## src/rtl/spi_ram_responder.sv

```systemverilog
// SPI mode-0 SRAM target: READ 0x03 / WRITE 0x02, sequential mode, backed by a byte array.
// Pins are 2-flop synchronized; first read bit is driven <=3 clk after the first post-address fall.
module spi_ram_responder #(
  parameter int ADDR_BITS = 16,
  parameter int MEM_BYTES = 256
) (
  input  logic clk,
  input  logic rst_n,
  input  logic spi_clk,
  input  logic spi_select,
  input  logic spi_mosi,
  output logic spi_miso,
  output logic busy,
  output logic cmd_error
);
  localparam int IDX_W = $clog2(MEM_BYTES);
  localparam int CNT_W = $clog2(ADDR_BITS);
  localparam logic [CNT_W-1:0] LAST_BIT  = CNT_W'(7);
  localparam logic [CNT_W-1:0] LAST_ADDR = CNT_W'(ADDR_BITS - 1);

  typedef enum logic [2:0] {
    S_IDLE, S_CMD, S_ADDR, S_READ, S_WRITE, S_IGNORE
  } state_t;

  logic r_sclk_s1, r_sclk_s2, r_sclk_d;
  logic r_sel_s1, r_sel_s2;
  logic r_mosi_s1, r_mosi_s2;

  state_t                 r_state;
  logic                   r_busy, r_miso, r_cmd_error;
  logic [CNT_W-1:0]       r_cnt;
  logic [7:0]             r_sh;
  logic [7:0]             r_tx;
  logic [ADDR_BITS-1:0]   r_addr_sh;
  logic [ADDR_BITS-1:0]   r_addr;
  logic                   r_rd_flag;
  logic                   r_load;
  logic                   r_wr_en;
  logic [IDX_W-1:0]       r_wr_idx;
  logic [7:0]             r_wr_dat;
  logic [7:0]             r_mem [MEM_BYTES];

  logic                   w_rise, w_fall, w_desel;
  logic [7:0]             w_byte_nxt;
  logic [ADDR_BITS-1:0]   w_addr_nxt;
  logic [IDX_W-1:0]       w_idx;

  assign w_rise     = r_sclk_s2 & ~r_sclk_d;
  assign w_fall     = ~r_sclk_s2 & r_sclk_d;
  assign w_desel    = r_sel_s2;
  assign w_byte_nxt = {r_sh[6:0], r_mosi_s2};
  assign w_addr_nxt = {r_addr_sh[ADDR_BITS-2:0], r_mosi_s2};
  assign w_idx      = r_addr[IDX_W-1:0];

  assign spi_miso  = r_miso;
  assign busy      = r_busy;
  assign cmd_error = r_cmd_error;

  // Select resets to the deasserted level so a held-low select after reset reads as a new command.
  always_ff @(posedge clk or negedge rst_n) begin
    if (!rst_n) begin
      r_sclk_s1 <= 1'b0;
      r_sclk_s2 <= 1'b0;
      r_sclk_d  <= 1'b0;
      r_sel_s1  <= 1'b1;
      r_sel_s2  <= 1'b1;
      r_mosi_s1 <= 1'b0;
      r_mosi_s2 <= 1'b0;
    end else begin
      r_sclk_s1 <= spi_clk;
      r_sclk_s2 <= r_sclk_s1;
      r_sclk_d  <= r_sclk_s2;
      r_sel_s1  <= spi_select;
      r_sel_s2  <= r_sel_s1;
      r_mosi_s1 <= spi_mosi;
      r_mosi_s2 <= r_mosi_s1;
    end
  end

  always_ff @(posedge clk) begin
    if (r_wr_en) r_mem[r_wr_idx] <= r_wr_dat;
  end

  always_ff @(posedge clk or negedge rst_n) begin
    if (!rst_n) begin
      r_state     <= S_IDLE;
      r_busy      <= 1'b0;
      r_miso      <= 1'b0;
      r_cmd_error <= 1'b0;
      r_cnt       <= '0;
      r_sh        <= '0;
      r_tx        <= '0;
      r_addr_sh   <= '0;
      r_addr      <= '0;
      r_rd_flag   <= 1'b0;
      r_load      <= 1'b0;
      r_wr_en     <= 1'b0;
      r_wr_idx    <= '0;
      r_wr_dat    <= '0;
    end else begin
      r_cmd_error <= 1'b0;
      r_wr_en     <= 1'b0;
      // Deselect wins over any SPI edge seen in the same cycle; a partial write byte just evaporates.
      if (w_desel) begin
        r_state   <= S_IDLE;
        r_busy    <= 1'b0;
        r_miso    <= 1'b0;
        r_cnt     <= '0;
        r_sh      <= '0;
        r_tx      <= '0;
        r_addr_sh <= '0;
        r_addr    <= '0;
        r_rd_flag <= 1'b0;
        r_load    <= 1'b0;
      end else begin
        case (r_state)
          S_IDLE: begin
            r_state <= S_CMD;
            r_cnt   <= '0;
            r_busy  <= 1'b1;
          end
          S_CMD: if (w_rise) begin
            r_sh <= w_byte_nxt;
            if (r_cnt == LAST_BIT) begin
              r_cnt <= '0;
              case (w_byte_nxt)
                8'h03: begin r_state <= S_ADDR; r_rd_flag <= 1'b1; end
                8'h02: begin r_state <= S_ADDR; r_rd_flag <= 1'b0; end
                default: begin r_state <= S_IGNORE; r_cmd_error <= 1'b1; end
              endcase
            end else begin
              r_cnt <= r_cnt + 1'b1;
            end
          end
          S_ADDR: if (w_rise) begin
            r_addr_sh <= w_addr_nxt;
            if (r_cnt == LAST_ADDR) begin
              r_cnt  <= '0;
              r_addr <= w_addr_nxt;
              r_sh   <= '0;
              if (r_rd_flag) begin
                r_state <= S_READ;
                r_load  <= 1'b1;
              end else begin
                r_state <= S_WRITE;
              end
            end else begin
              r_cnt <= r_cnt + 1'b1;
            end
          end
          S_READ: begin
            // A load never coincides with a fall while SPI clock is at most clk/4.
            if (r_load) begin
              r_tx   <= r_mem[w_idx];
              r_load <= 1'b0;
            end else if (w_fall) begin
              r_miso <= r_tx[7];
              r_tx   <= {r_tx[6:0], 1'b0};
              if (r_cnt == LAST_BIT) begin
                r_cnt  <= '0;
                r_addr <= r_addr + 1'b1;
                r_load <= 1'b1;
              end else begin
                r_cnt <= r_cnt + 1'b1;
              end
            end
          end
          S_WRITE: if (w_rise) begin
            r_sh <= w_byte_nxt;
            if (r_cnt == LAST_BIT) begin
              r_cnt    <= '0;
              r_wr_en  <= 1'b1;
              r_wr_idx <= w_idx;
              r_wr_dat <= w_byte_nxt;
              r_addr   <= r_addr + 1'b1;
            end else begin
              r_cnt <= r_cnt + 1'b1;
            end
          end
          S_IGNORE: r_miso <= 1'b0;
          default:  r_state <= S_IDLE;
        endcase
      end
    end
  end
endmodule

```

## config.mk

```make
export PLATFORM = sky130hd
export DESIGN_NAME = spi_ram_responder
export DESIGN_NICKNAME = d
export VERILOG_FILES = /design/src/rtl/spi_ram_responder.sv
export SDC_FILE = /design/constraint.sdc
export NUM_CORES = 2
export LEC_CHECK = 0
export CAP_MARGIN = 20
export CORE_MARGIN = 2
export CORE_UTILIZATION = 30
export DETAILED_ROUTE_END_ITERATION = 6
export SYNTH_ARGS = -nofsm -noshare
export SYNTH_HDL_FRONTEND = slang
export SYNTH_SLANG_ARGS = --single-unit
```

## constraint.sdc

```tcl
create_clock -name clk -period 4 [get_ports clk]
set_input_delay 0.4 -clock clk [delete_from_list [all_inputs] [get_ports clk]]
set_output_delay 0.4 -clock clk [all_outputs]
set_load 0.05 [all_outputs]
```

; Word level (Yosys, flattened, before mapping)
; Memory sizes are Yosys's and may differ from the RTL's.
; Index checks and enable logic that the tools add are counted.
[op_classes]
addsub = 2
n_eq_ne = 19
shift = 0
order_cmp = 0
multipliers = 0
reduce_logical = 27
n_bitwise = 5
div_mod_pow = 0
muxes = 65
[op_table]
columns = cell, count
row1 = $mux W16, 7
row2 = $pmux W16 S3, 1
row3 = $mux W15, 3
row4 = $mux W8, 4
row5 = $mux W4, 7
row6 = $mux W7, 4
row7 = $mux W1, 26
row8 = $ne A3 B3 Y1 const B, 8
row9 = $mux W3, 7
row10 = $add A16 B1 Y16 const B, 1
row11 = $eq A8 B2 Y1 const B, 2
row12 = $pmux W4 S4, 1
row13 = $reduce_and A4 Y1, 4
row14 = $reduce_bool A3 Y1, 5
row15 = $pmux W7 S2, 1
row16 = $pmux W3 S4, 1
row17 = $reduce_bool A2 Y1, 6
row18 = $reduce_and A5 Y1, 2
row19 = $eq A3 B2 Y1 const B, 2
row20 = $eq A3 B3 Y1 const B, 2
row21 = $pmux W1 S2, 3
row22 = $reduce_and A6 Y1, 1
row23 = $reduce_bool A5 Y1, 1
row24 = $add A4 B1 Y4 const B, 1
row25 = 13 further kinds, 18
[word_totals]
regBits = 82
output_inout_bits = 3
latchBits = 0
input_bits = 5
mem_bits_rw = 2048
word_cells = 140
romBits = 0
memories = 1
[mem_list]
columns = name, words, width, rd, rd_clocked_by_memory_dff, wr, line_no
row1 = r_mem, 256, 8, 1, 0, 1, 41  ; logic [7:0] r_mem [MEM_BYTES];

; Longest topological paths before layout
[logic_depth]
depth_word = 7
depth_mapped = 13

; Least setup slack after synthesis
; OpenSTA, ideal clock, no wires.
[synth_timing]
path_kind = register to register
start = register r_wr_dat[0]
end = memory r_mem[0][0], data pin
slack_ns = 0.018
path_buffers = 0
stages_incl_launch_ff = 1
t_arrival_ns = 3.179
t_required_ns = 3.197
cell_sequence = dfrtp_1
[synth_lines]
columns = item, line_no
row1 = from (decl), 40  ; logic [7:0] r_wr_dat;
row2 = from (signal assigned), 174  ; r_wr_dat <= w_byte_nxt;
row3 = to (decl), 41
; No word-level cell before the write port.

; Final worst setup path
[layout_timing]
start = register r_addr[0]
end = register r_tx[6]
[layout_between]
elab_chain_len = 4
[layout_lines]
columns = item, line_no
row1 = from (decl), 35  ; logic [ADDR_BITS-1:0] r_addr;
row2 = from (signal assigned), 139  ; r_addr <= w_addr_nxt;
row3 = from (signal assigned), 161  ; r_addr <= r_addr + 1'b1;
row4 = from (signal assigned), 175  ; r_addr <= r_addr + 1'b1;
row5 = $mem_v2 Z256 W8, --
row6 = $mux W8, 153  ; if (r_load) begin
row7 = $mux W8, 116  ; case (r_state)
row8 = $mux W8, 104  ; if (w_desel) begin
row9 = to (signal assigned), 154  ; r_tx <= r_mem[w_idx];
row10 = to (signal assigned), 158  ; r_tx <= {r_tx[6:0], 1'b0};
row11 = to (decl), 33  ; logic [7:0] r_tx;
; No other way between the ends. The select of a mux whose other input is x is not followed.
; A chain may end at the register's enable or synchronous reset.

==> impl_metrics.toml <==
[yosys]
yosysTopAreaCell = "edfxtp_1"
yosys_most_used_dff = "edfxtp_1"
synth_most_common_cell = "edfxtp_1"
syn_inst = 3986
synth-seq-cells = 2114
syn_nets = 3993
ys_warn_count = 0
avgSynthCellArea_um2 = 20.8
synth_common_cells = "edfxtp_1, mux4_2, nor2_1"
yosysUniqueCellTypes = 67
async_reset_ff_share_pct = 3.12
synth_area_um2 = 82700
ys_top_cells_by_area = "edfxtp_1, mux4_2, dfrtp_1"
synthDominantCellAreaShare_pct = 74.3
yosysSeqAreaShare_pct = 76.3
synth_edf_count = 2048

[setup_path]
path_class = "reg2reg"
crit_arrival_ns = 4.67
endpoint_kind = "flip-flop"
rr_worst_depth = 7
crit_path_start_kind = "flip-flop"
required_ns = 4.69
crit_fanout = 42

[timing]
setup_viol = 0
fin_skew_ns = 0.0478
worst_slew_pin_slew_ns = 1.18
maxSlewViolCount = 0
fmax_mhz = 251
fin_crit_sh_pct = 99.4
holdWs_ns = 0.194
rsz0062_at_grt = "false"
slew_headroom_pct = 21.3
hold_viol = 0
period_minus_slack_ns = 3.98

[run]
drv_cap = 0

[final_layout]
area_growth_pct = 15.6
fin_area_um2 = 95700
final_nets = 4283
drive_gt1_share_pct = 26.9

[global_route]
grt_pass1_wl_um = 312000
gr-total-overflow = 0
grt_max_degree = 174
track_usage_pct = 15.4
grt_pass1_vias = 41697
antenna_found_initial = 7

[floorplanning]
boundaryPins = 8
row_count = 192
die_x_um = 529
die_area_um2 = 280000
die_y_um = 529
core-area_um2 = 274000
start_util_pct = 30.2

[clock_tree]
post_cts_buffers = 0
cts.reportedPaths.clkPinSlew_ns = 0.06
clk_latency_ns = 0.85
tritoncts = "done"
cts_sinks = 2114
cts.path.max_buffers = 3
cts_buffers = 203
cts_max_level = 4
ctsRootBufferMaster = "clkbuf_16"

[detailed_routing]
ant_nets = 0
drt_wl_total_um = 219000
avgRoutedWirePerCell_um = 26.9
drtIter0Drc = 5273
viasPerCell = 5.15
drcViolationCount = 0
drt_first_pass_iters = 7
via_count = 41925

[hold_path]
hold_path_class = "in2async"

[placement]
port_buffers = 7
place_congestion = 0.854
postPlaceCellArea_um2 = 89100
dp_hpwl_um = 136000

[pwr]
ir_worst_vdd_mv = 0.440
p_leak_nw = 26.4
p_per_area_nw_per_um2 = 452

[run_status]
outcome = "complete, no violations"
## power breakdown
part	switching, W	internal (W)
combinational	0.000184	0.000102
clock	0.00840	0.0105
sequential	0.0000730	0.0239
total	0.00866	0.0346
## layout make-up
type	instances	area (um2)
tap	3686	4610
fill	25269	178000
multi-input combinational	1622	18200
sequential	2114	63200
timing repair buffer	329	3070
antenna	4	10.0
inverter	6	30.0
clock buffer	253	5300
clock inverter	122	1230
## state kept, by name, summed over array words and instances (netlist names), 3 cells and up
signal / flops
r_sh: 7
r_addr_sh: 7
r_wr_idx: 8
r_cnt: 4
r_addr: 8
r_tx: 8
r_state: 3
r_wr_dat: 8
r_mem: 2048
## cell usage in the layout (no fill, tap or decap), types with 7 or more instances in the layout
master and instances:
clkbuf_16 203, mux2i_1 128, o221ai_1 17, buf_12 46, dfrtp_4 12, clkbuf_1 47
nand2b_1 16, buf_4 272, nand2_1 143, mux4_2 520, a221oi_1 10, o31ai_1 9
clkinv_2 46, a2111oi_0 8, o21ai_0 67, a31oi_1 7, nand3_1 41, nor4_1 9
nor2_1 306, a22oi_1 33, bufinv_16 17, dfrtp_1 49, a211o_1 9, nor2b_1 30
nand4_1 16, edfxtp_1 2048, mux2_2 29, o22ai_1 33, clkinvlp_4 8, nor3b_1 7
a211oi_1 24, nor3_1 26, clkinv_1 34, a21oi_1 62
## kinds of logic after synthesis
| family | synth area share [%] |
|---|---|
| DFF | 76.3 |
| adders and majority gates | 0.0302 |
| and+or+nand+nor | 3.31 |
| buffers and inverters | 1.69 |
| AOI/OAI and AO/OA | 2.55 |
| muxes | 16.1 |
## final timing paths
path | start | endpoint | slack [ns]
setup / recovery | r_addr[0]$_DFFE_PN0P_ | r_tx[6]$_DFFE_PN0P_ | 0.02
hold / removal | rst_n | r_cnt[3]$_DFFE_PN0P_ | 0.19
setup reg to reg | r_addr[0]$_DFFE_PN0P_ | r_tx[6]$_DFFE_PN0P_ | 0.02
hold reg to reg | r_sel_s1$_DFF_PN1_ | r_sel_s2$_DFF_PN1_ | 0.36
max in group asynchronous | rst_n | r_addr[3]$_DFFE_PN0P_ | 2.78
min in group clk | r_sel_s1$_DFF_PN1_ | r_sel_s2$_DFF_PN1_ | 0.36
## worst max-delay path: stages, from the launching register on
cell	delay, ns
dfrtp_4	0.77
buf_12	0.38
mux4_2	0.56
mux4_2	0.51
o22ai_1	0.36
o21ai_0	0.30
a222oi_1	0.70
o31ai_1	0.16
## metal layers
| metal | routed length [um] | GRT usage (%) |
|---|---|---|
| met2 | 102000 | 24.1 |
| met1 | 91400 | 21.5 |
| met4 | 6170 | 4.63 |
| met5 | 58 | 0 |
| met3 | 18900 | 3.27 |
## through the flow
step                setup TNS [ns]  util (%)  std cells  setup slack, ns  total power, W
detailed placement               0      32.5       7753            0.103          0.0248
finish                           0      34.9       8136           0.0230          0.0432
global placement           -0.0759      32.5       7753          -0.0759          0.0247
global route                     0      34.9       8132           0.0663          0.0444
CTS                              0      34.9       8132           0.0935          0.0435
floorplan                        0         -       3986           0.0177          0.0247
## repair_timing
action / CTS / global route
endpoints found under the setup margin: 0 / 1
hold buffers: 4 / 0
endpoints found under the hold margin: 35 / 0
gates resized for setup: 0 / 1
Power figures use the tool's default switching activity.
